### src/rtl/vga_pkg.sv
// Shared VGA timing constants and colour type for the graphic controller.
// The sprite controller imports rgb24_t from here as well.
package vga_pkg;

  localparam int unsigned H_VISIBLE = 640;
  localparam int unsigned H_FRONT   = 16;
  localparam int unsigned H_SYNC    = 96;
  localparam int unsigned H_BACK    = 48;
  localparam int unsigned V_VISIBLE = 480;
  localparam int unsigned V_FRONT   = 10;
  localparam int unsigned V_SYNC    = 2;
  localparam int unsigned V_BACK    = 33;

  localparam int unsigned H_TOTAL      = H_VISIBLE + H_FRONT + H_SYNC + H_BACK;
  localparam int unsigned V_TOTAL      = V_VISIBLE + V_FRONT + V_SYNC + V_BACK;
  localparam int unsigned H_SYNC_START = H_VISIBLE + H_FRONT;
  localparam int unsigned H_SYNC_END   = H_SYNC_START + H_SYNC;
  localparam int unsigned V_SYNC_START = V_VISIBLE + V_FRONT;
  localparam int unsigned V_SYNC_END   = V_SYNC_START + V_SYNC;

  typedef struct packed {
    logic [7:0] r;
    logic [7:0] g;
    logic [7:0] b;
  } rgb24_t;

endpackage

### src/rtl/vga_timing_gen_if.sv
// Pixel coordinate / colour exchange and DAC pins of the VGA output stage.
// master = timing generator, slave = sprite controller + DAC side.
interface vga_timing_gen_if;
  import vga_pkg::*;

  logic        vga_clock;
  logic        SYNC_N_o;
  logic        v_en_o;
  logic [7:0]  R_o;
  logic [7:0]  G_o;
  logic [7:0]  B_o;
  logic        H_SYNC_o;
  logic        V_SYNC_o;
  logic [31:0] x_pos_o;
  logic [31:0] y_pos_o;
  rgb24_t      RGB_i;

  modport master (
    output vga_clock, SYNC_N_o, v_en_o, R_o, G_o, B_o, H_SYNC_o, V_SYNC_o, x_pos_o, y_pos_o,
    input  RGB_i
  );

  modport slave (
    input  vga_clock, SYNC_N_o, v_en_o, R_o, G_o, B_o, H_SYNC_o, V_SYNC_o, x_pos_o, y_pos_o,
    output RGB_i
  );

endinterface

### src/rtl/vga_counter.sv
// Wrap counter with enable: counts 0..max_i, carry_o flags the wrapping increment.
module vga_counter #(
  parameter int unsigned Width = 10
) (
  input  logic             clk,
  input  logic             rst,
  input  logic             en_i,
  input  logic [Width-1:0] max_i,
  output logic [Width-1:0] cnt_o,
  output logic             carry_o
);

  logic [Width-1:0] cnt_q, cnt_d;

  assign carry_o = en_i && (cnt_q == max_i);
  assign cnt_o   = cnt_q;

  always_comb begin
    cnt_d = cnt_q;
    if (en_i) begin
      cnt_d = carry_o ? '0 : cnt_q + 1'b1;
    end
  end

  always_ff @(posedge clk) begin
    if (rst) begin
      cnt_q <= '0;
    end else begin
      cnt_q <= cnt_d;
    end
  end

endmodule

### src/rtl/vga_timing_gen.sv
// VGA timing generator: clk/2 pixel clock, raster counters, and a one-pixel
// output stage aligning colour, syncs and blank to the same pixel.
module vga_timing_gen
  import vga_pkg::*;
#(
  parameter int unsigned HVisible = H_VISIBLE,
  parameter int unsigned HFront   = H_FRONT,
  parameter int unsigned HSync    = H_SYNC,
  parameter int unsigned HBack    = H_BACK,
  parameter int unsigned VVisible = V_VISIBLE,
  parameter int unsigned VFront   = V_FRONT,
  parameter int unsigned VSync    = V_SYNC,
  parameter int unsigned VBack    = V_BACK
) (
  input logic               clk,
  input logic               rst,
  vga_timing_gen_if.master  vga
);

  localparam int unsigned HTotal     = HVisible + HFront + HSync + HBack;
  localparam int unsigned VTotal     = VVisible + VFront + VSync + VBack;
  localparam int unsigned HSyncStart = HVisible + HFront;
  localparam int unsigned HSyncEnd   = HSyncStart + HSync;
  localparam int unsigned VSyncStart = VVisible + VFront;
  localparam int unsigned VSyncEnd   = VSyncStart + VSync;
  localparam int unsigned HW         = $clog2(HTotal);
  localparam int unsigned VW         = $clog2(VTotal);

  logic          vga_clock_q;
  logic          pix_tick;
  logic [HW-1:0] h_cnt;
  logic [VW-1:0] v_cnt;
  logic          h_carry;
  logic          unused_v_carry;
  logic [31:0]   x_pos, y_pos;
  logic          visible, hs_act, vs_act;
  rgb24_t        rgb;
  logic          hs_q, vs_q, ven_q;
  logic [7:0]    r_q, g_q, b_q;

  // Pixel state moves on the edge where vga_clock falls, so it is stable at its rise.
  assign pix_tick = vga_clock_q;

  vga_counter #(
    .Width (HW)
  ) u_h_cnt (
    .clk     (clk),
    .rst     (rst),
    .en_i    (pix_tick),
    .max_i   (HW'(HTotal - 1)),
    .cnt_o   (h_cnt),
    .carry_o (h_carry)
  );

  vga_counter #(
    .Width (VW)
  ) u_v_cnt (
    .clk     (clk),
    .rst     (rst),
    .en_i    (h_carry),
    .max_i   (VW'(VTotal - 1)),
    .cnt_o   (v_cnt),
    .carry_o (unused_v_carry)
  );

  assign x_pos   = 32'(h_cnt);
  assign y_pos   = 32'(v_cnt);
  assign visible = (x_pos < HVisible) && (y_pos < VVisible);
  assign hs_act  = (x_pos >= HSyncStart) && (x_pos < HSyncEnd);
  assign vs_act  = (y_pos >= VSyncStart) && (y_pos < VSyncEnd);
  assign rgb     = vga.RGB_i;

  always_ff @(posedge clk) begin
    if (rst) begin
      vga_clock_q <= 1'b0;
      hs_q        <= 1'b1;
      vs_q        <= 1'b1;
      ven_q       <= 1'b0;
      r_q         <= '0;
      g_q         <= '0;
      b_q         <= '0;
    end else begin
      vga_clock_q <= ~vga_clock_q;
      if (pix_tick) begin
        hs_q  <= ~hs_act;
        vs_q  <= ~vs_act;
        ven_q <= visible;
        r_q   <= visible ? rgb.r : 8'h00;
        g_q   <= visible ? rgb.g : 8'h00;
        b_q   <= visible ? rgb.b : 8'h00;
      end
    end
  end

  assign vga.vga_clock = vga_clock_q;
  assign vga.SYNC_N_o  = 1'b0;
  assign vga.v_en_o    = ven_q;
  assign vga.R_o       = r_q;
  assign vga.G_o       = g_q;
  assign vga.B_o       = b_q;
  assign vga.H_SYNC_o  = hs_q;
  assign vga.V_SYNC_o  = vs_q;
  assign vga.x_pos_o   = x_pos;
  assign vga.y_pos_o   = y_pos;

endmodule

### src/flat_wrapper.sv
// flat-port wrapper written by rule: the top's interface ports become plain ports
module vga_timing_gen_flat import vga_pkg::*;
#(
  parameter int unsigned HVisible = H_VISIBLE,
  parameter int unsigned HFront   = H_FRONT,
  parameter int unsigned HSync    = H_SYNC,
  parameter int unsigned HBack    = H_BACK,
  parameter int unsigned VVisible = V_VISIBLE,
  parameter int unsigned VFront   = V_FRONT,
  parameter int unsigned VSync    = V_SYNC,
  parameter int unsigned VBack    = V_BACK
)
  (clk, rst, vga_vga_clock, vga_SYNC_N_o, vga_v_en_o, vga_R_o, vga_G_o, vga_B_o, vga_H_SYNC_o, vga_V_SYNC_o, vga_x_pos_o, vga_y_pos_o, vga_RGB_i);
  vga_timing_gen_if vga_i ();
  input logic clk;
  input logic rst;
  output wire logic [$bits(vga_i.vga_clock)-1:0] vga_vga_clock;
  output wire logic [$bits(vga_i.SYNC_N_o)-1:0] vga_SYNC_N_o;
  output wire logic [$bits(vga_i.v_en_o)-1:0] vga_v_en_o;
  output wire logic [$bits(vga_i.R_o)-1:0] vga_R_o;
  output wire logic [$bits(vga_i.G_o)-1:0] vga_G_o;
  output wire logic [$bits(vga_i.B_o)-1:0] vga_B_o;
  output wire logic [$bits(vga_i.H_SYNC_o)-1:0] vga_H_SYNC_o;
  output wire logic [$bits(vga_i.V_SYNC_o)-1:0] vga_V_SYNC_o;
  output wire logic [$bits(vga_i.x_pos_o)-1:0] vga_x_pos_o;
  output wire logic [$bits(vga_i.y_pos_o)-1:0] vga_y_pos_o;
  input wire logic [$bits(vga_i.RGB_i)-1:0] vga_RGB_i;
  assign vga_vga_clock = vga_i.vga_clock;
  assign vga_SYNC_N_o = vga_i.SYNC_N_o;
  assign vga_v_en_o = vga_i.v_en_o;
  assign vga_R_o = vga_i.R_o;
  assign vga_G_o = vga_i.G_o;
  assign vga_B_o = vga_i.B_o;
  assign vga_H_SYNC_o = vga_i.H_SYNC_o;
  assign vga_V_SYNC_o = vga_i.V_SYNC_o;
  assign vga_x_pos_o = vga_i.x_pos_o;
  assign vga_y_pos_o = vga_i.y_pos_o;
  assign vga_i.RGB_i = vga_RGB_i;
  vga_timing_gen #(.HVisible(HVisible), .HFront(HFront), .HSync(HSync), .HBack(HBack), .VVisible(VVisible), .VFront(VFront), .VSync(VSync), .VBack(VBack)) u_core (.clk(clk), .rst(rst), .vga(vga_i));
endmodule
### config.mk
export PLATFORM = sky130hd
export DESIGN_NAME = vga_timing_gen_flat
export DESIGN_NICKNAME = d
export VERILOG_FILES = /design/src/rtl/vga_pkg.sv /design/src/rtl/vga_timing_gen_if.sv /design/src/rtl/vga_counter.sv /design/src/rtl/vga_timing_gen.sv /design/src/flat_wrapper.sv
export SDC_FILE = /design/constraint.sdc
export NUM_CORES = 1
export LEC_CHECK = 0
export BUFFER_PORTS_ARGS = -buffer_cell sky130_fd_sc_hd__buf_2
export CAP_MARGIN = 15
export CELL_PAD_IN_SITES_DETAIL_PLACEMENT = 0
export CELL_PAD_IN_SITES_GLOBAL_PLACEMENT = 1
export CORE_ASPECT_RATIO = 0.7
export CORE_MARGIN = 2
export CORE_UTILIZATION = 32
export CTS_CLUSTER_SIZE = 40
export DETAILED_ROUTE_END_ITERATION = 10
export GPL_TIMING_DRIVEN = 0
export PLACE_DENSITY = 0.78
export REMOVE_ABC_BUFFERS = 1
export SLEW_MARGIN = 5
export SYNTH_ARGS = -nofsm -noshare
export SYNTH_HDL_FRONTEND = slang
export SYNTH_SLANG_ARGS = --single-unit
export TNS_END_PERCENT = 30
### constraint.sdc
create_clock -name clk -period 2.1 [get_ports clk]
set_input_delay 0.105 -clock clk [delete_from_list [all_inputs] [get_ports clk]]
set_output_delay 0.105 -clock clk [all_outputs]
set_load 0.005 [all_outputs]
==> flow_summary.ini <==
[floorplanning]
die_y_um = 74.3
dieArea_um2 = 7750
rows = 25
core_area_um2 = 6790
ioPinCount = 119
start_util_pct = 33.2
fp.dieW_um = 104

[logic_synthesis]
syn_area_um2 = 2260
syn_avg_cell_area_um2 = 9.40
synth-seq-cells = 48
yosysWarningCount = 0
ys_seq_area_share_pct = 42.6
netlist_instances = 240
synthDistinctLibCells = 37

[final_layout]
final_cell_mix = buf_2 (73), dfxtp_1 (47), conb_1 (45)
fillers = 711
drive_gt1_share_pct = 29.6
utilization_pct = 39.7
final_common_cell = buf_2
synthToLayoutAreaGrowth_pct = 19.6
antennaDiodeCount = 0
fin_nets = 344

[clocking]
clock_path_buffers = 2
cts_sinks = 48
clock_latency_ns = 0.29
h-tree-depth = 2
cts_tree = yes
cts_hold_buf = 0
clockRootBuffer = clkbuf_8
cts_made_buffers = 5
cts.clk_slew.worst_paths_ns = 0.09

[worst_setup_path]
critPathCapture = u_core.u_v_cnt.cnt_o[6]
cp_num_cells = 6
start_kind = flop
rr_endpoint = u_core.u_v_cnt.cnt_o[6]
cp-end-kind = flop
cp.arrival_ns = 2.22
required_ns = 2.33
cp_top_family = simple AND/OR/NAND/NOR gates
cp_num_buf_inv = 1
cp_cell_sequence = ha_1, and4_1, nand4_4, buf_4, or3_1, a21oi_1
r2r_slack_ns = 0.11
crit_path_max_incr_delay_ns = 0.46
crit_fanout = 12
reg2reg_depth = 6
r2r-start = u_core.u_h_cnt.cnt_o[1]
setup.worst_path.start = u_core.u_h_cnt.cnt_o[1]
crit_slowest_cell = dfxtp_1
path_class = reg -> reg

[detailed_routing]
drc_errors = 0
drtIter0Drc = 57
via_count = 1770
drt_pass1_iterations = 4
vias_per_cell = 4.34
wl_per_cell_um = 11.8
wl_met3_um = 328
wl_um = 4800
ant_nets = 0
highest_layer = met4
wl_met2_um = 2040
wl_met1_um = 2410

[sta]
period_minus_slack_ns = 1.99
drv_slew = 0
hold_violations = 0
period_share_pct = 94.7
max_slew_margin_pct = 39.5
setup_tns_ns = 0
fmax_mhz = 503
fin_skew_ns = 0.00654
rsz0062_at_grt = no
setup_violations = 0
worst_hold_slack_ns = 0.0252
tightest_slew_ns = 0.907

[global_route]
overflow = 0
grt_pass1_wl_um = 7220
grt_pass1_vias = 1455
grtUsageTotal_pct = 11.6
antenna_found_initial = 0
grt_max_degree = 26

[pwr]
p_leak_uw = 0.00127
p_comb_share_pct = 8.1
swShare_pct = 21.5
power_frac_seq_pct = 53.0
irDropWorstVdd_v = 0.000242
p_int_uw = 1430
clock_power_share_pct = 38.9
power_density_nw_per_um2 = 676
p_total_uw = 1820
p_sw_uw = 391

[min_path]
hold_class = in -> reg

[run_status]
outcome = complete, no violations

[flow_run]
drv_cap = 0

[place]
portBuffers = 73
gp_congestion = 0.777
dp_hpwl_um = 3490
how the worst min path moves through the flow:
stage                       start                       to  cells after the start
finish              vga_RGB_i[12]        u_core.vga.G_o[4]                      2
floorplan                     rst  u_core.u_h_cnt.cnt_o[1]                      1
global placement     vga_RGB_i[2]        u_core.vga.B_o[2]                      2
global route        vga_RGB_i[18]        u_core.vga.R_o[2]                      2
CTS                 vga_RGB_i[12]        u_core.vga.G_o[4]                      2
detailed placement  vga_RGB_i[12]        u_core.vga.G_o[4]                      2
through the flow:
stage / instance area [um2] / instances / setup slack [ns]
detailed placement: 2530 / 395 / -0.00661
global route: 2700 / 408 / 0.0268
global placement: 2510 / 394 / -0.0796
CTS: 2660 / 403 / 0.0182
floorplan: 2030 / 227 / 0.282
finish: 2700 / 408 / 0.112
Yosys cell counts:
master | instances | area (um2)
buf_2 | 2 | 10.0
inv_1 | 4 | 15.0
and4_1 | 2 | 17.5
or4_1 | 2 | 15.0
buf_6 | 1 | 11.3
nand4_4 | 1 | 21.3
nor3_1 | 4 | 20.0
or2_2 | 1 | 6.26
and3_1 | 4 | 25.0
nand2b_1 | 3 | 18.8
nand2_1 | 11 | 41.3
clkbuf_1 | 9 | 33.8
o31ai_1 | 2 | 15.0
nand4_1 | 7 | 43.8
o21ai_0 | 7 | 35.0
a21oi_1 | 11 | 55.1
nor2_1 | 15 | 56.3
nor2b_1 | 1 | 6.26
xnor2_1 | 4 | 35.0
a311oi_1 | 1 | 8.76
a21o_1 | 1 | 7.51
nor4bb_1 | 1 | 10.0
nor4b_1 | 1 | 8.76
dfxtp_1 | 48 | 961
nand4b_1 | 1 | 8.76
xor2_1 | 4 | 35.0
nand3_1 | 6 | 30.0
conb_1 | 1 | 3.75
buf_4 | 45 | 338
nor4_1 | 1 | 6.26
nor4b_4 | 1 | 23.8
and2_1 | 1 | 6.26
or3_1 | 5 | 31.3
nor3b_1 | 1 | 7.51
o21bai_1 | 2 | 15.0
ha_1 | 5 | 62.6
a22o_1 | 24 | 210
final cells by class:
type	instances	area, um2	area share [%]
Sequential cell	48	962	35.7
Clock buffer	7	96.3	3.57
Multi-Input combinational cell	175	1060	39.2
Clock inverter	1	30.0	1.11
Inverter	4	15.0	0.557
Tap cell	94	118	4.36
Timing Repair Buffer	79	418	15.5
power groups by stage:
stage,clock [uW],combinational [uW],sequential (uW)
2_1_floorplan,0,67.1,989
3_3_place_gp,0,142,986
3_5_place_dp,0,147,988
4_1_cts,738,148,967
5_1_grt,769,168,972
6_report,710,148,967
worst register-to-register path, delay by kind of cell (launching register included):
| kind | cells | cell delay [ns] |
|---|---|---|
| AO/OA/AOI/OAI | 1 | 0.14 |
| flip-flops | 1 | 0.46 |
| buffers and inverters | 1 | 0.23 |
| adder cells (fa/ha/maj) | 1 | 0.21 |
| AND/OR/NAND/NOR | 3 | 0.91 |
repair_timing:
item / in CTS / in global routing
buffers inserted: 0 / 5
gates resized for setup: 1 / 1
setup endpoints to repair: 7 / 7
pin swaps: 0 / 1
logic make-up (layout without fill, tap and decap cells):
logic type	count (synthesis)	count (layout)	synth area share [%]
AND/OR/NAND/NOR	69	69	17.9
buffers and inverters	61	91	18.1
AO/OA/AOI/OAI	48	48	15.4
flip-flops	48	48	42.6
XOR/XNOR	8	8	3.11
adder cells (fa/ha/maj)	5	5	2.77
other	1	45	0.166
routing by layer:
layer / global-route usage (%) / up-vias
met1: 16.9 / 809
met3: 3.51 / 2
li1: - / 898
met5: 0 / -
met4: 2.25 / 0
met2: 17.1 / 61
flip-flops by register name (all words and copies together), names as in the netlist:
register	flops
u_core.u_v_cnt.cnt_o	10
u_core.vga.H_SYNC_o	1
u_core.u_h_cnt.cnt_o	10
u_core.vga.R_o	8
u_core.vga.V_SYNC_o	1
u_core.vga.B_o	8
u_core.vga.vga_clock	1
u_core.vga.G_o	8
u_core.vga.v_en_o	1
No activity file was read; power rests on OpenSTA's default activity.
